==> src/rtl/cpu_multicycle_if.sv <==
// Instruction and data memory buses of cpu_multicycle; each side uses a req/ready handshake.
// The core drives the master modport, the memory system the slave modport.
interface cpu_multicycle_if;
    logic        imem_req;
    logic [31:0] imem_addr;
    logic        imem_ready;
    logic [31:0] imem_rdata;
    logic        dmem_req;
    logic        dmem_we;
    logic [2:0]  dmem_op;
    logic [31:0] dmem_addr;
    logic [31:0] dmem_wdata;
    logic        dmem_ready;
    logic [31:0] dmem_rdata;

    modport master (
        output imem_req, imem_addr, dmem_req, dmem_we, dmem_op, dmem_addr, dmem_wdata,
        input  imem_ready, imem_rdata, dmem_ready, dmem_rdata
    );

    modport slave (
        input  imem_req, imem_addr, dmem_req, dmem_we, dmem_op, dmem_addr, dmem_wdata,
        output imem_ready, imem_rdata, dmem_ready, dmem_rdata
    );
endinterface

==> src/rtl/cpu_multicycle.sv <==
// Multi-cycle RV32I/RV32E core: FETCH/EXEC/MEM/WB/HALT with stall-tolerant memory handshakes.
// Optional 64-bit cycle/instret counters behind macro CPU_MC_PERFCNT_EN.
module cpu_multicycle #(
    parameter logic [31:0] RESET_PC  = 32'h0000_0000,
    parameter int          REG_COUNT = 32
) (
    input  logic                  clock,
    input  logic                  reset,
    cpu_multicycle_if.master      bus,
    output logic                  retire,
    output logic                  halted,
    input  logic [1:0]            dbgsel,
    output logic [31:0]           dbgdata
);
    localparam int   RIDX_W = $clog2(REG_COUNT);
    localparam logic E_MODE = (REG_COUNT == 16);

    localparam logic [6:0] OP_LUI = 7'b0110111, OP_AUIPC = 7'b0010111, OP_JAL = 7'b1101111,
                           OP_JALR = 7'b1100111, OP_BRANCH = 7'b1100011, OP_LOAD = 7'b0000011,
                           OP_STORE = 7'b0100011, OP_IMM = 7'b0010011, OP_REG = 7'b0110011,
                           OP_FENCE = 7'b0001111, OP_SYSTEM = 7'b1110011;

    typedef enum logic [2:0] {FETCH, EXEC, MEM, WB, HALT} state_t;
    state_t r_state, w_next_state;

    logic [31:0] r_pc, r_ir, r_alu_q, r_rs2_q, r_next_pc_q, r_mdr;
    logic [31:0] r_regs [REG_COUNT];

    function automatic logic [31:0] alu(input logic [2:0] f3, input logic alt,
                                        input logic [31:0] a, input logic [31:0] b);
        logic signed [31:0] sa, sb;
        sa = a;
        sb = b;
        case (f3)
            3'd0:    alu = alt ? a - b : a + b;
            3'd1:    alu = a << b[4:0];
            3'd2:    alu = {31'd0, sa < sb};
            3'd3:    alu = {31'd0, a < b};
            3'd4:    alu = a ^ b;
            3'd5:    alu = alt ? 32'(sa >>> b[4:0]) : a >> b[4:0];
            3'd6:    alu = a | b;
            default: alu = a & b;
        endcase
    endfunction

    function automatic logic branch_taken(input logic [2:0] f3, input logic [31:0] a,
                                          input logic [31:0] b);
        logic signed [31:0] sa, sb;
        sa = a;
        sb = b;
        case (f3)
            3'd0:    branch_taken = (a == b);
            3'd1:    branch_taken = (a != b);
            3'd4:    branch_taken = (sa < sb);
            3'd5:    branch_taken = (sa >= sb);
            3'd6:    branch_taken = (a < b);
            3'd7:    branch_taken = (a >= b);
            default: branch_taken = 1'b0;
        endcase
    endfunction

    logic [6:0]  w_opcode;
    logic [4:0]  w_rd, w_rs1, w_rs2;
    logic [2:0]  w_f3;
    logic [31:0] w_imm_i, w_imm_s, w_imm_b, w_imm_u, w_imm_j;
    logic [31:0] w_rs1_val, w_rs2_val, w_pc4, w_result, w_next_pc;
    logic        w_reg_wr, w_use_rs1, w_use_rs2, w_known, w_is_load, w_is_store;
    logic        w_is_branch, w_is_jal, w_is_jalr, w_is_ebreak, w_taken, w_target_bad;
    logic        w_e_bad, w_halt, w_alt;

    assign w_opcode  = r_ir[6:0];
    assign w_rd      = r_ir[11:7];
    assign w_f3      = r_ir[14:12];
    assign w_rs1     = r_ir[19:15];
    assign w_rs2     = r_ir[24:20];
    assign w_imm_i   = {{20{r_ir[31]}}, r_ir[31:20]};
    assign w_imm_s   = {{20{r_ir[31]}}, r_ir[31:25], r_ir[11:7]};
    assign w_imm_b   = {{19{r_ir[31]}}, r_ir[31], r_ir[7], r_ir[30:25], r_ir[11:8], 1'b0};
    assign w_imm_u   = {r_ir[31:12], 12'd0};
    assign w_imm_j   = {{11{r_ir[31]}}, r_ir[31], r_ir[19:12], r_ir[20], r_ir[30:21], 1'b0};
    assign w_rs1_val = (w_rs1 == 5'd0) ? 32'd0 : r_regs[w_rs1[RIDX_W-1:0]];
    assign w_rs2_val = (w_rs2 == 5'd0) ? 32'd0 : r_regs[w_rs2[RIDX_W-1:0]];
    assign w_pc4     = r_pc + 32'd4;

    always_comb begin
        w_reg_wr = 1'b0; w_use_rs1 = 1'b0; w_use_rs2 = 1'b0; w_known = 1'b1;
        w_is_load = 1'b0; w_is_store = 1'b0; w_is_branch = 1'b0;
        w_is_jal = 1'b0; w_is_jalr = 1'b0; w_is_ebreak = 1'b0;
        case (w_opcode)
            OP_LUI, OP_AUIPC: w_reg_wr = 1'b1;
            OP_JAL:    begin w_reg_wr = 1'b1; w_is_jal = 1'b1; end
            OP_JALR:   begin w_reg_wr = 1'b1; w_use_rs1 = 1'b1; w_is_jalr = 1'b1; end
            OP_BRANCH: begin w_use_rs1 = 1'b1; w_use_rs2 = 1'b1; w_is_branch = 1'b1; end
            OP_LOAD:   begin w_reg_wr = 1'b1; w_use_rs1 = 1'b1; w_is_load = 1'b1; end
            OP_STORE:  begin w_use_rs1 = 1'b1; w_use_rs2 = 1'b1; w_is_store = 1'b1; end
            OP_IMM:    begin w_reg_wr = 1'b1; w_use_rs1 = 1'b1; end
            OP_REG:    begin w_reg_wr = 1'b1; w_use_rs1 = 1'b1; w_use_rs2 = 1'b1; end
            OP_FENCE:  ;
            OP_SYSTEM: w_is_ebreak = (r_ir == 32'h0010_0073);
            default:   w_known = 1'b0;
        endcase
    end

    // Only funct7[5] of R-type selects sub/sra; for I-type it matters for shifts only
    assign w_alt   = (w_opcode == OP_REG) ? r_ir[30] : ((w_f3 == 3'd5) && r_ir[30]);
    assign w_taken = w_is_branch && branch_taken(w_f3, w_rs1_val, w_rs2_val);
    assign w_e_bad = E_MODE && ((w_use_rs1 && w_rs1[4]) || (w_use_rs2 && w_rs2[4]) ||
                                (w_reg_wr && w_rd[4]));

    always_comb begin
        case (w_opcode)
            OP_LUI:          w_result = w_imm_u;
            OP_AUIPC:        w_result = r_pc + w_imm_u;
            OP_JAL, OP_JALR: w_result = w_pc4;
            OP_LOAD:         w_result = w_rs1_val + w_imm_i;
            OP_STORE:        w_result = w_rs1_val + w_imm_s;
            OP_REG:          w_result = alu(w_f3, w_alt, w_rs1_val, w_rs2_val);
            default:         w_result = alu(w_f3, w_alt, w_rs1_val, w_imm_i);
        endcase
        if (w_is_jal)       w_next_pc = r_pc + w_imm_j;
        else if (w_is_jalr) w_next_pc = (w_rs1_val + w_imm_i) & ~32'd1;
        else if (w_taken)   w_next_pc = r_pc + w_imm_b;
        else                w_next_pc = w_pc4;
    end

    assign w_target_bad = (w_is_jal || w_is_jalr || w_taken) && (w_next_pc[1:0] != 2'b00);
    assign w_halt       = !w_known || w_e_bad || w_is_ebreak || w_target_bad;

    always_ff @(posedge clock) begin
        if (reset) r_state <= FETCH;
        else       r_state <= w_next_state;
    end

    always_comb begin
        w_next_state = r_state;
        case (r_state)
            FETCH: if (bus.imem_ready) w_next_state = EXEC;
            EXEC: begin
                if (w_halt)                        w_next_state = HALT;
                else if (w_is_load || w_is_store)  w_next_state = MEM;
                else                               w_next_state = WB;
            end
            MEM:   if (bus.dmem_ready) w_next_state = WB;
            WB:    w_next_state = FETCH;
            default: w_next_state = HALT;
        endcase
    end

    always_ff @(posedge clock) begin
        if (reset) begin
            r_pc <= RESET_PC;
            r_ir <= 32'd0;
            for (int i = 0; i < REG_COUNT; i++) r_regs[i] <= 32'd0;
        end else begin
            if (r_state == FETCH && bus.imem_ready) r_ir <= bus.imem_rdata;
            if (r_state == WB) begin
                r_pc <= r_next_pc_q;
                if (w_reg_wr && w_rd != 5'd0)
                    r_regs[w_rd[RIDX_W-1:0]] <= w_is_load ? r_mdr : r_alu_q;
            end
        end
    end

    // Datapath latches carry no reset; they are always written before being consumed
    always_ff @(posedge clock) begin
        if (r_state == EXEC) begin
            r_alu_q     <= w_result;
            r_rs2_q     <= w_rs2_val;
            r_next_pc_q <= w_next_pc;
        end
        if (r_state == MEM && bus.dmem_ready && w_is_load) r_mdr <= bus.dmem_rdata;
    end

    assign bus.imem_req   = (r_state == FETCH);
    assign bus.imem_addr  = r_pc;
    assign bus.dmem_req   = (r_state == MEM);
    assign bus.dmem_we    = (r_state == MEM) && w_is_store;
    assign bus.dmem_op    = w_f3;
    assign bus.dmem_addr  = r_alu_q;
    assign bus.dmem_wdata = r_rs2_q;
    assign retire         = (r_state == WB);
    assign halted         = (r_state == HALT);

`ifdef CPU_MC_PERFCNT_EN
    logic [63:0] r_cycle, r_instret;

    always_ff @(posedge clock) begin
        if (reset) begin
            r_cycle   <= 64'd0;
            r_instret <= 64'd0;
        end else begin
            if (r_state != HALT) r_cycle   <= r_cycle + 64'd1;
            if (r_state == WB)   r_instret <= r_instret + 64'd1;
        end
    end

    always_comb begin
        case (dbgsel)
            2'd0:    dbgdata = r_pc;
            2'd1:    dbgdata = r_cycle[31:0];
            2'd2:    dbgdata = r_instret[31:0];
            default: dbgdata = r_ir;
        endcase
    end
`else
    always_comb begin
        case (dbgsel)
            2'd0:    dbgdata = r_pc;
            2'd3:    dbgdata = r_ir;
            default: dbgdata = 32'd0;
        endcase
    end
`endif
endmodule

==> src/flat_wrapper.sv <==
// flat-port wrapper written by rule: the top's interface ports become plain ports
module cpu_multicycle_flat 
#(
    parameter logic [31:0] RESET_PC  = 32'h0000_0000,
    parameter int          REG_COUNT = 32
)
  (clock, reset, retire, halted, dbgsel, dbgdata, bus_imem_req, bus_imem_addr, bus_dmem_req, bus_dmem_we, bus_dmem_op, bus_dmem_addr, bus_dmem_wdata, bus_imem_ready, bus_imem_rdata, bus_dmem_ready, bus_dmem_rdata);
  cpu_multicycle_if bus_i ();
  input  logic clock;
  input  logic reset;
  output logic retire;
  output logic halted;
  input  logic [1:0] dbgsel;
  output logic [31:0] dbgdata;
  output wire logic [$bits(bus_i.imem_req)-1:0] bus_imem_req;
  output wire logic [$bits(bus_i.imem_addr)-1:0] bus_imem_addr;
  output wire logic [$bits(bus_i.dmem_req)-1:0] bus_dmem_req;
  output wire logic [$bits(bus_i.dmem_we)-1:0] bus_dmem_we;
  output wire logic [$bits(bus_i.dmem_op)-1:0] bus_dmem_op;
  output wire logic [$bits(bus_i.dmem_addr)-1:0] bus_dmem_addr;
  output wire logic [$bits(bus_i.dmem_wdata)-1:0] bus_dmem_wdata;
  input wire logic [$bits(bus_i.imem_ready)-1:0] bus_imem_ready;
  input wire logic [$bits(bus_i.imem_rdata)-1:0] bus_imem_rdata;
  input wire logic [$bits(bus_i.dmem_ready)-1:0] bus_dmem_ready;
  input wire logic [$bits(bus_i.dmem_rdata)-1:0] bus_dmem_rdata;
  assign bus_imem_req = bus_i.imem_req;
  assign bus_imem_addr = bus_i.imem_addr;
  assign bus_dmem_req = bus_i.dmem_req;
  assign bus_dmem_we = bus_i.dmem_we;
  assign bus_dmem_op = bus_i.dmem_op;
  assign bus_dmem_addr = bus_i.dmem_addr;
  assign bus_dmem_wdata = bus_i.dmem_wdata;
  assign bus_i.imem_ready = bus_imem_ready;
  assign bus_i.imem_rdata = bus_imem_rdata;
  assign bus_i.dmem_ready = bus_dmem_ready;
  assign bus_i.dmem_rdata = bus_dmem_rdata;
  cpu_multicycle #(.RESET_PC(RESET_PC), .REG_COUNT(REG_COUNT)) u_core (.clock(clock), .reset(reset), .bus(bus_i), .retire(retire), .halted(halted), .dbgsel(dbgsel), .dbgdata(dbgdata));
endmodule
==> config.mk <==
export PLATFORM = sky130hd
export DESIGN_NAME = cpu_multicycle_flat
export DESIGN_NICKNAME = d
export VERILOG_FILES = /design/src/rtl/cpu_multicycle_if.sv /design/src/rtl/cpu_multicycle.sv /design/src/flat_wrapper.sv
export SDC_FILE = /design/constraint.sdc
export NUM_CORES = 2
export LEC_CHECK = 0
export ABC_CLOCK_PERIOD_IN_PS = 9500
export BUFFER_PORTS_ARGS = -buffer_cell sky130_fd_sc_hd__buf_2
export CAP_MARGIN = 20
export CORE_ASPECT_RATIO = 1.25
export CORE_UTILIZATION = 35
export DETAILED_ROUTE_END_ITERATION = 8
export SLEW_MARGIN = 20
export SYNTH_ARGS = -nofsm -noshare
export SYNTH_HDL_FRONTEND = slang
export SYNTH_SLANG_ARGS = --single-unit
==> constraint.sdc <==
create_clock -name clock -period 9.5 [get_ports clock]
set_input_delay 0.95 -clock clock [delete_from_list [all_inputs] [get_ports clock]]
set_output_delay 0.95 -clock clock [all_outputs]
set_load 0.01 [all_outputs]
Word-level counts from Yosys, hierarchy flattened

Memory sizes are Yosys's and may differ from the RTL's. A register that Yosys moved wholly into a read port is not among the register bits.
Cells that the tools add are included.

Register bits: 195
Latch bits: 0
RAM bits: 1024
Memory bits (read-only): 0
Input port bits: 70
Output and inout port bits: 136
Logic and storage cells: 131
Memories: 1

Add/subtract/negate cells: 9
$mul: 0
Div/mod/pow operators: 0
$lt $le $gt $ge: 6
Equal/unequal tests: 28
Shifts and indexed selects: 6
Mux-type cells: 42
Bitwise logic cells: 6
Reductions and logical operators: 26

Memory list:

| name          | depth | width | read ports | clocked after Yosys merged registers in | wr ports | RTL line             | text |
|---|---|---|---|---|---|---|---|
| u_core.r_regs | 32    | 32    | 2          | 2                                       | 32       | cpu_multicycle.sv:27 | `logic [31:0] r_regs [REG_COUNT];` |

Operators with widths:

| operator                                                                | count |
|---|---|
| 32-bit case mux with 7 select lines                                     | 2 |
| 32-bit 2-to-1 mux                                                       | 11 |
| 32-bit adder                                                            | 6 |
| 32-bit case mux with 6 select lines                                     | 1 |
| 32-bit < comparator                                                     | 3 |
| 32-bit bitwise AND                                                      | 2 |
| 32-bit greater-or-equal comparator                                      | 2 |
| 32-bit bitwise OR                                                       | 2 |
| 32-bit case mux with 2 select lines                                     | 1 |
| 32-bit by 5-bit left shift with 32-bit output                           | 2 |
| 32-bit by 5-bit right shift with 32-bit output                          | 2 |
| 32-bit by 5-bit >>> shifter with 32-bit output                          | 2 |
| 32-bit subtractor                                                       | 2 |
| 32-bit XOR                                                              | 2 |
| 32-bit by 3-bit adder with 32-bit output, second input constant         | 1 |
| 32-bit by 21-bit equality test with 1-bit output, second input constant | 1 |
| 32-bit equality test                                                    | 1 |
| 32-bit by 12-bit < comparator with 1-bit output                         | 1 |
| 32-bit inequality test                                                  | 1 |
| 32-bit OR reduction                                                     | 1 |
| 7-bit equality test, second input constant                              | 4 |
| 5-bit 2-to-1 mux                                                        | 5 |
| 7-bit by 6-bit equality test with 1-bit output, second input constant   | 3 |
| 1-bit 2-to-1 mux                                                        | 17 |
| other kinds (23)                                                        | 48 |

Depth between registers and ports, before layout

Word-level depth: 13
Depth in mapped cells: 30
Gate-level depth less buffers: 21

Worst setup path before layout

OpenSTA, ideal clock, no wires.

Path kind: register -> register
From: register (tool-made name)
To: register u_core.r_next_pc_q[27], data pin
Setup time: 259 ps
Arrival time: 6918 ps
Required time: 9241 ps
Path slack: 2323 ps
Cell stages (with the launch flop): 28
Buffers on the path: 9
Period minus slack after synthesis: 7177 ps
Cells stage by stage: dfxtp_1 > buf_4 > buf_6 > buf_6 > buf_2 > clkbuf_1 > buf_1 > buf_1 > mux4_2 > mux4_2 > nand2_1 > nand2_1 > nand2_1 > ha_1 > clkbuf_1 > and3_1 > a221oi_1 > o21ai_0 > a221o_1 > nand3_1 > a31oi_1 > nor4b_2 > or2_4 > o21ai_1 > a221o_1 > buf_2 > and3_1 > a211o_1

RTL lines:

| element              | RTL line              | text |
|---|---|---|
| to (signal assigned) | cpu_multicycle.sv:169 | `r_next_pc_q <= w_next_pc;` |
| to (decl)            | cpu_multicycle.sv:26  | `logic [31:0] r_pc, r_ir, r_alu_q, r_rs2_q, r_next_pc_q, r_mdr;` |

Final worst setup path

From: register u_core.r_ir[16]
To: register u_core.r_alu_q[20] (netlist: u_core.bus.dmem_addr[20]), data pin

Longest elaborated chain between the ends: 6
Elaborated cells on any way between the ends: 27
Those cells by class: add/sub: 6; shift: 6; mux: 8; bitwise: 6; reduce/logical: 1

RTL lines:

| element                               | RTL line                                    | text |
|---|---|---|
| from (decl)                           | cpu_multicycle.sv:26                        |  |
| from (signal assigned)                | cpu_multicycle.sv:155                       | `if (r_state == FETCH && bus.imem_ready) r_ir <= bus.imem_rdata;` |
| 5-bit zero test                       | cpu_multicycle.sv:81                        | `assign w_rs1_val = (w_rs1 == 5'd0) ? 32'd0 : r_regs[w_rs1[RIDX_W-1:0]];` |
| 32-bit 2-to-1 mux                     | cpu_multicycle.sv:81                        |  |
| 32-bit adder (tied with other cells)  | cpu_multicycle.sv:35, cpu_multicycle.sv:115 |  |
| 32-bit 2-to-1 mux (on tied branches)  | cpu_multicycle.sv:35, cpu_multicycle.sv:40  |  |
| 32-bit case mux with 7 select lines   | cpu_multicycle.sv:34                        | `case (f3)` |
| 32-bit case mux with 6 select lines * | cpu_multicycle.sv:111                       | `case (w_opcode)` |
| via u_core.w_result[20]               | cpu_multicycle.sv:66                        | `logic [31:0] w_rs1_val, w_rs2_val, w_pc4, w_result, w_next_pc;` |
| to (signal assigned)                  | cpu_multicycle.sv:167                       | `r_alu_q <= w_result;` |
| to (decl)                             | cpu_multicycle.sv:26                        |  |

Mark *: on every way through the listed nets, which the timed path passes. The rest lies on a longest branch.
A chain may end at the register's enable or synchronous reset.

==> key figures <==
Run status
  • Status: complete, but fails checks
  • Failing checks: design-rule violations

STA
  • Final WS setup: 0.8803 ns
  • Max Slew Vio Count: 0
  • Fin crit share: 90.73%
  • RSZ-0062 raised after global routing: false
  • Final Skew: 0.07268 ns
  • Setup Viol. Count Final: 0
  • Tmin final: 8.620 ns
  • Final Hold Fails: 0
  • Max Clk Rate: 0.1160 GHz
  • Total negative setup slack: 0 ns
  • Slew @ Worst Pin: 1.332 ns
  • Slew HR: 8.874%

Worst setup path
  • Reg2reg start: u_core.r_ir[16]
  • CP endpoint: u_core.bus.dmem_addr[20]
  • Worst setup path start: u_core.r_ir[16]
  • Arr. time, crit path: 9.17 ns
  • Slowest stage delay, CP: 0.96 ns
  • R2R Path End: u_core.bus.dmem_addr[20]
  • Slowest CP cell: or4_1
  • Critical Path Fanout Max: 13
  • WP data required: 10.05 ns
  • Critical path type: flip-flop to flip-flop
  • R2R Setup Slk: 0.88 ns
  • Cell family with most CP delay: compound AO/OA/AOI/OAI gates
  • Crit start category: flip-flop
  • Critical path cell sequence: or4_1 > o21ai_4 > a21oi_1 > nor2_2 > inv_1 > ha_1 > inv_1 > fa_1 > o21bai_1 > a21oi_1 > o21bai_1 > a21oi_1 > o31ai_1 > a21oi_1 > o21a_1 > o211ai_1 > nor4b_1 > o2111ai_1 > a21oi_1 > a221oi_1 > o221a_1
  • Stages on the worst setup path: 21
  • Worst Path Buf+Inv: 2
  • R2r worst-path depth: 21
  • Element type at the critical path end: flip-flop
  • Crit path top cell by count: a21oi_1

Logic synthesis
  • Synth top area cells: edfxtp_1 42%, mux4_2 15%, nor2_1 6.5%, ha_1 3.7%, a21oi_1 3.2%
  • Main synth FF type: edfxtp_1
  • Post-synthesis adder-cell area fraction: 3.875%
  • Sequential area share after synthesis: 43.58%
  • Mux share of post-synthesis cell area: 19.97%
  • Yosys warnings: 0
  • Average size of a mapped cell: 10.84 um2
  • Synth Instances: 7648
  • Most common cell in the netlist: nor2_1
  • Simple-gate portion of the synthesized area: 12.64%
  • Yosys top cell by area: edfxtp_1
  • Number of synthesized register bits: 1229
  • Post-synth EDFFs: 1152
  • Yosys top cell area share: 41.72%
  • Yosys cell types: 108
  • Cell area after synthesis: 82920 um2
  • Combinational family with the most area after synthesis: multiplexers
  • Compound-Gate Fraction of Synth Area: 13.39%
  • Async set-or-reset flop fraction in the synthesized netlist: 0%
  • Post-Synth XOR/XNOR Area: 1.859%
  • Top cells by count, synth: 1443 x nor2_1, 1152 x edfxtp_1, 569 x mux4_2

Clock tree
  • Clk buf depth: 4
  • Clock Latency Late Sink: 0.84 ns
  • Num CTS Buffers: 139
  • CTS tree: yes
  • Clock Pin Slew Worst Setup and Hold Paths: 0.07 ns
  • CTS sink cnt: 1229
  • Root buffer cell: clkbuf_16
  • Htree depth: 4
  • # resized after CTS: 0
  • Post-CTS Setup Inserts: 0
  • CTS Hold Bufs: 0

Finish
  • Share of layout cells above drive strength 1: 20.83%
  • Area occupied by multi-input gates: 43770 um2
  • Fin area: 93080 um2
  • Layout area overhead: 12.25%
  • Final Non-Filler Cells: 10920
  • Fillers: 22480
  • Seq. cell area: 36170 um2
  • Fin nets: 8001

Pwr
  • Cell leakage power: 33.66 nW
  • Power Density: 185.7 nW/um2
  • Tot Pwr: 17.28 mW
  • Max IR drop VDD: 0.0001150 V

Die
  • Core area: 235300 um2
  • Initial Util: 35.24%
  • Row cnt: 199
  • Die Y-Extent: 546.2 um
  • IO Count: 206
  • DIE WIDTH: 437.4 um
  • DIE AREA: 238900 um2

Route
  • Post-DR vias/cell: 6.581
  • First drt pass iteration count: 9
  • Initial drt markers: 10240
  • DR vias: 71840
  • # DRC: 36
  • DR WL/cell: 38.04 um
  • Final ANT Viol Nets: 0
  • Total Routed Length: 415300 um

Placed design
  • Placed inst area: 88280 um2
  • GP Congestion: 1.083
  • PortBufs: 205
  • Placed cell count: 10630
  • Hpwl dp: 294200 um
  • Pre-CTS WS: 1.270 ns

GRT
  • Vias in the first global route: 69380
  • GR Util All Layers: 33.86%
  • Initial antenna violation count: 36
  • Total gr overflow: 0
  • Largest net degree at the start of global routing: 81
  • First-pass GRT wire length: 566000 um

Worst hold path
  • Worst Hold Class: primary input to flip-flop

Flow run
  • Max Cap Violations: 0
[routing by layer]
layer  vias to the layer above  share of wire, %  track usage (%)
met5                         -             0.037                0
met4                        24                10            28.51
met3                      1528                10            8.102
met2                      5297                47            55.28
met1                     36130                32            37.14
li1                      28870                 -                -
[where the power goes]
group          total [mW]  internal, mW  switching, mW  leakage (nW)
Sequential           6.32          6.13          0.194          12.4
Clock                5.37          3.01           2.36          2.10
Combinational        5.58          1.77           3.81          19.2
[flip-flops by register name, summed over array words and instances (netlist names), named ones only]
name                   count
u_core.r_regs           1024
u_core.bus.dmem_addr      32
u_core.bus.dmem_wdata     32
u_core.bus.imem_addr      32
u_core.r_ir               32
u_core.r_mdr              32
u_core.r_next_pc_q        32
u_core.r_state             3
[layout by cell type, fill, tap and decap left out, drive strengths merged, types with 82 or more instances in the layout]
| master | count |
|---|---|
| nor2 | 1449 |
| edfxtp | 1152 |
| mux4 | 585 |
| buf | 558 |
| nand2 | 550 |
| a21oi | 527 |
| o21ai | 331 |
| mux2i | 253 |
| ha | 244 |
| inv | 169 |
| clkbuf | 167 |
| a22oi | 159 |
| xnor2 | 126 |
| nor3 | 94 |
| a211oi | 82 |
[cell families (layout without fill, tap and decap cells)]
group,count (synthesis),after routing
adder cells (fa/ha/maj),252,252
AO/OA/AOI/OAI,1713,1713
buffers and inverters,878,977
flip-flops,1229,1229
AND/OR/NAND/NOR,2491,2491
other,1,55
multiplexers,908,908
XOR/XNOR,176,176
[worst min path at each step]
stage,startpoint,endpoint,depth (start not counted)
2_1_floorplan,u_core.r_ir[0],u_core.r_ir[0],2
3_3_place_gp,u_core.r_ir[26],u_core.r_ir[26],2
3_5_place_dp,u_core.r_ir[25],u_core.r_ir[25],2
4_1_cts,bus_dmem_rdata[27],u_core.r_mdr[27],1
5_1_grt,bus_dmem_rdata[27],u_core.r_mdr[27],1
6_report,bus_dmem_rdata[29],u_core.r_mdr[29],1
[area by class of cell]
class                      instances  share of cell area [%]
sequential                      1229                   38.86
antenna                           23                 0.06183
clock inverter                    76                  0.7433
clock buffer                     164                   3.861
multi-input combinational       5572                   47.02
tap                             3115                   4.187
timing repair buffer             561                   4.551
inverter                         176                  0.7124
[stage by stage]
step	utilization [%]	hold slack (ns)
6_report	39.56	0.3438
5_1_grt	39.55	0.3210
4_1_cts	39.34	0.2975
3_5_place_dp	37.52	0.4590
3_3_place_gp	37.46	0.4508
2_1_floorplan	-	0.4626
Power figures use the tool's default switching activity.
